`config.mk`:
```
export PLATFORM = sky130hd
export DESIGN_NAME = ws2812_note_display
export DESIGN_NICKNAME = d
export VERILOG_FILES = /design/src/rtl/ws2812_note_display.sv
export SDC_FILE = /design/constraint.sdc
export NUM_CORES = 1
export LEC_CHECK = 0
export CELL_PAD_IN_SITES_DETAIL_PLACEMENT = 1
export CELL_PAD_IN_SITES_GLOBAL_PLACEMENT = 2
export CORE_ASPECT_RATIO = 1.4
export CORE_MARGIN = 8
export CORE_UTILIZATION = 36
export CTS_BUF_LIST = sky130_fd_sc_hd__clkbuf_16
export CTS_CLUSTER_SIZE = 28
export DETAILED_ROUTE_END_ITERATION = 6
export PLACE_DENSITY_LB_ADDON = 0.1
export SYNTH_ARGS = -nofsm -noshare
export SYNTH_HDL_FRONTEND = slang
export SYNTH_SLANG_ARGS = --single-unit
export TNS_END_PERCENT = 10
```
`constraint.sdc`:
```
create_clock -name CLOCK_50 -period 2.95 [get_ports CLOCK_50]
set_input_delay 0.295 -clock CLOCK_50 [delete_from_list [all_inputs] [get_ports CLOCK_50]]
set_output_delay 0.295 -clock CLOCK_50 [all_outputs]
set_load 0.03 [all_outputs]
```
`src/rtl/ws2812_note_display.sv`:
```
// WS2812 serialiser for the 24-LED note strip: curr_note drives LEDs 0..11, next_note LEDs 12..23.
// Optional AUTO_REFRESH_EN: self-start a frame whenever the live note rows differ from the shadow.
module ws2812_note_display #(
    parameter int unsigned T0H     = 20,
    parameter int unsigned T0L     = 42,
    parameter int unsigned T1H     = 40,
    parameter int unsigned T1L     = 22,
    parameter int unsigned TRST    = 3000,
    parameter logic [23:0] ON_GRB  = 24'h00_40_00,
    parameter logic [23:0] OFF_GRB = 24'h00_00_00
) (
    input  logic        CLOCK_50,
    input  logic        reset_n,
    input  logic        start,
    input  logic [11:0] curr_note,
    input  logic [11:0] next_note,
    output logic        busy,
    output logic        done,
    output logic        dout
);

    localparam logic [11:0] T0hM1   = 12'(T0H - 1);
    localparam logic [11:0] T0lM1   = 12'(T0L - 1);
    localparam logic [11:0] T1hM1   = 12'(T1H - 1);
    localparam logic [11:0] T1lM1   = 12'(T1L - 1);
    localparam logic [11:0] TrstM1  = 12'(TRST - 1);
    localparam logic [4:0]  LastIdx = 5'd23;

    typedef enum logic [1:0] {StIdle, StSendHi, StSendLo, StLatch} state_e;

    state_e      state_q, state_d;
    logic [11:0] phase_q, phase_d;
    logic [4:0]  bit_q, bit_d;
    logic [4:0]  led_q, led_d;
    logic [23:0] shadow_q, shadow_d;
    logic        dout_q, dout_d;
    logic        busy_q, busy_d;
    logic        done_q, done_d;

    logic [23:0] colour;
    logic        cur_bit;
    logic [11:0] hi_last;
    logic [11:0] lo_last;
    logic        go;

    assign colour  = shadow_q[led_q] ? ON_GRB : OFF_GRB;
    assign cur_bit = colour[LastIdx - bit_q];
    assign hi_last = cur_bit ? T1hM1 : T0hM1;
    assign lo_last = cur_bit ? T1lM1 : T0lM1;

`ifdef AUTO_REFRESH_EN
    assign go = start | ({next_note, curr_note} != shadow_q);
`else
    assign go = start;
`endif

    always_comb begin
        state_d  = state_q;
        phase_d  = phase_q;
        bit_d    = bit_q;
        led_d    = led_q;
        shadow_d = shadow_q;
        dout_d   = dout_q;
        busy_d   = busy_q;
        done_d   = 1'b0;
        unique case (state_q)
            StIdle: begin
                // A request coinciding with the done pulse is dropped.
                if (go && !done_q) begin
                    state_d  = StSendHi;
                    phase_d  = '0;
                    bit_d    = '0;
                    led_d    = '0;
                    shadow_d = {next_note, curr_note};
                    dout_d   = 1'b1;
                    busy_d   = 1'b1;
                end
            end
            StSendHi: begin
                if (phase_q == hi_last) begin
                    state_d = StSendLo;
                    phase_d = '0;
                    dout_d  = 1'b0;
                end else begin
                    phase_d = phase_q + 12'd1;
                end
            end
            StSendLo: begin
                if (phase_q == lo_last) begin
                    phase_d = '0;
                    if (bit_q == LastIdx) begin
                        bit_d = '0;
                        if (led_q == LastIdx) begin
                            state_d = StLatch;
                            dout_d  = 1'b0;
                        end else begin
                            led_d   = led_q + 5'd1;
                            state_d = StSendHi;
                            dout_d  = 1'b1;
                        end
                    end else begin
                        bit_d   = bit_q + 5'd1;
                        state_d = StSendHi;
                        dout_d  = 1'b1;
                    end
                end else begin
                    phase_d = phase_q + 12'd1;
                end
            end
            StLatch: begin
                if (phase_q == TrstM1) begin
                    state_d = StIdle;
                    phase_d = '0;
                    busy_d  = 1'b0;
                    done_d  = 1'b1;
                end else begin
                    phase_d = phase_q + 12'd1;
                end
            end
            default: begin
                state_d = StIdle;
            end
        endcase
    end

    always_ff @(posedge CLOCK_50 or negedge reset_n) begin
        if (!reset_n) begin
            state_q  <= StIdle;
            phase_q  <= '0;
            bit_q    <= '0;
            led_q    <= '0;
            shadow_q <= '0;
            dout_q   <= 1'b0;
            busy_q   <= 1'b0;
            done_q   <= 1'b0;
        end else begin
            state_q  <= state_d;
            phase_q  <= phase_d;
            bit_q    <= bit_d;
            led_q    <= led_d;
            shadow_q <= shadow_d;
            dout_q   <= dout_d;
            busy_q   <= busy_d;
            done_q   <= done_d;
        end
    end

    assign dout = dout_q;
    assign busy = busy_q;
    assign done = done_q;

endmodule
```
==> flow_metrics.tcl <==
set metrics [dict create \
    layout_common_cells "51 x dfrtp_1, 29 x nand2_1, 28 x clkdlybuf4s50_1, 25 x mux2_2, 20 x nor2_1" \
    grt_pass1_wl_mm 13.32 \
    cts.sinks 51 \
    fin_crit_ns 2.716 \
    num_antenna_cells 0 \
    ios 30 \
    critPathLaunch "bit_q[3]$_DFFE_PN0P_" \
    netlist-cell-type-count 48 \
    worstSetupPathType "register to register" \
    r2r-start "bit_q[3]$_DFFE_PN0P_" \
    worstSetupEndpointType "register" \
    multiInputGateArea_mm2 0.001451 \
    seq_area_mm2 0.001276 \
    synth_area_leaders "dfrtp_1 45%, mux2_2 10%, mux2i_1 4.3%" \
    synth.cell_area_mm2 0.002809 \
    drt_pass1_iterations 4 \
    grt_usage 0.1538 \
    fin_ws_ns 0.2336 \
    fin_cells 415 \
    worstPathRequired_ns 3.13 \
    min_path_type "primary input to async pin" \
    path_clk_slew_ns 0.07 \
    die_h_um 120.5 \
    setup_viol 0 \
    critPathTopFamily "simple AND/OR/NAND/NOR gates" \
    yosysTopAreaCell "dfrtp_1" \
    worstPathArrival_ns 2.90 \
    antenna_found_initial 0 \
    timing.final.crit_share 0.9208 \
    stdcell_area_mm2 0.003445 \
    cp_num_buf_inv 2 \
    core.rowCount 38 \
    clockRootBuffer "clkbuf_16" \
    async_flop_share 1.000 \
    tightest_slew_ns 0.5394 \
    yosysWarnings 0 \
    grt_max_degree 34 \
    clockBufferDepth 2 \
    n_fill_cell 860 \
    hold_ws_ns 0.4804 \
    nets 346 \
    cp_cell_sequence "inv_1, ha_1, nand4bb_1, nor3_2, nand3_1, and3_1, o211a_1, buf_4, nor3_1, mux2_2" \
    yosysTopAreaCellShare 0.4543 \
    fmax_mhz 368.1 \
    cts_tree "done" \
    ys_seq_area_frac 0.4543 \
    route.vias.total 2251 \
    report.final.slew_viol_count 0 \
    power.density_mw_per_mm2 835.9 \
    hold_viol_final 0 \
    dieArea_mm2 0.01093 \
    vdd_drop_max_v 0.0003289 \
    layout_commonest_cell "dfrtp_1" \
    routabilityCongestion 0.7991 \
    synth_cells 279 \
    layout-drive-gt1-share 0.1746 \
    cap_violations 0 \
    drt_iter0_markers 119 \
    max_slew_margin 0.6376 \
    final_util 0.4500 \
    start_kind "register" \
    area_growth_pct 22.63 \
    synth_edf_count 0 \
    worst-path-stages 10 \
    cts-buffers-inserted 5 \
    initial_core_util 0.3669 \
    tns_ns 0 \
    dp_hpwl_mm 5.973 \
    grt_pass1_vias 2604 \
    place_area_mm2 0.003253 \
    die_w_um 90.66 \
    slowest_delay_ns 0.39 \
    critPathSlowestCell "dfrtp_1" \
    final_antenna_net_count 0 \
    critPathMaxFanout 8 \
    ys_seq_elements 51 \
    grt_overflow_total 0 \
    io_buffers 29 \
    coreArea_mm2 0.007655 \
    finClkSkew_ns 0.008707 \
    wirelength_mm 7.708 \
    syn-num-nets 311 \
    wl_per_cell_um 18.57 \
    dp_cells 406 \
    rr_worst_depth 10 \
    status "finished clean" \
    syn_area_per_cell_um2 10.07 \
    viasPerCell 5.424 \
    drc 0 \
    ys.flop_type "dfrtp_1" \
    clk_latency_ns 0.29 \
    p_leak_nw 1.409 \
    h-tree-depth 2 \
    pre_cts_ws_ns 0.1176 \
    p_total_mw 2.879 \
]
## area by class of cell
| type | instances | share of cell area |
|---|---|---|
| clock buffer | 5 | 0.03632 |
| clock inverter | 3 | 0.01271 |
| inverter | 8 | 0.008718 |
| multi-input combinational | 205 | 0.4214 |
| sequential | 51 | 0.3705 |
| tap | 100 | 0.03632 |
| timing repair buffer | 43 | 0.1141 |
## path summary, 6_finish.rpt
kind,slack [ns],end
hold / removal,0.48,shadow_q[14]$_DFFE_PN0P_
hold reg to reg,0.50,shadow_q[18]$_DFFE_PN0P_
max in group asynchronous,1.67,dout$_DFFE_PN0P_
setup reg to reg,0.23,state_q[0]$_DFFE_PN0P_
setup / recovery,0.23,state_q[0]$_DFFE_PN0P_
min in group CLOCK_50,0.50,shadow_q[18]$_DFFE_PN0P_
## kinds of logic after synthesis
| family | Yosys count | share of synthesized area |
|---|---|---|
| simple gates | 113 | 0.2058 |
| flops | 51 | 0.4543 |
| compound gates | 46 | 0.1221 |
| mux | 38 | 0.1510 |
| buf+inv | 23 | 0.03519 |
| fa+ha+maj | 5 | 0.02227 |
| xor+xnor | 3 | 0.009356 |
## synthesized netlist by cell type (2+ instances only)
library cell	n
o21ai_0	7
mux2i_1	12
ha_1	5
or2_1	2
or2_2	2
inv_1	8
nor2b_1	2
xnor2_1	2
or3_1	5
a22oi_1	3
and3_1	5
nor2_1	20
dfrtp_1	51
and2_1	6
nand2_1	29
o32ai_1	6
nand2b_1	7
mux2_2	25
a211oi_1	2
clkbuf_1	10
o211ai_1	3
or4_1	2
a31oi_1	3
a21oi_1	2
nor4_1	3
nand3_1	13
o41ai_1	3
nor3_1	6
buf_2	4
nand4_1	7
o31ai_1	7
## registers in the layout, indices dropped and copies added (netlist names)
| signal | flops |
|---|---|
| shadow_q | 24 |
| phase_q | 12 |
| bit_q | 5 |
| led_q | 5 |
| state_q | 2 |
| busy | 1 |
| done | 1 |
| dout | 1 |
## where the power goes
part / internal [mW] / switching (mW) / total [mW]
Combinational: 0.502 / 0.563 / 1.06
Clock: 0.400 / 0.260 / 0.660
Sequential: 0.947 / 0.208 / 1.15
## routing by layer
metal  wire length [um]  vias up  track usage
met3                183        7      0.02605
li1                   -     1090            -
met4                127        0      0.05434
met2               4558       22       0.3098
met1               2838     1132       0.1514
met5                  0        -            0
## repair_timing
| item | CTS | global route |
|---|---|---|
| hold buffers | 1 | 0 |
| endpoints found under the hold margin | 18 | 0 |
| setup endpoints to repair | 0 | 7 |
| setup buffers | 0 | 0 |
| gates resized for setup | 0 | 3 |
Power figures use the tool's default switching activity.
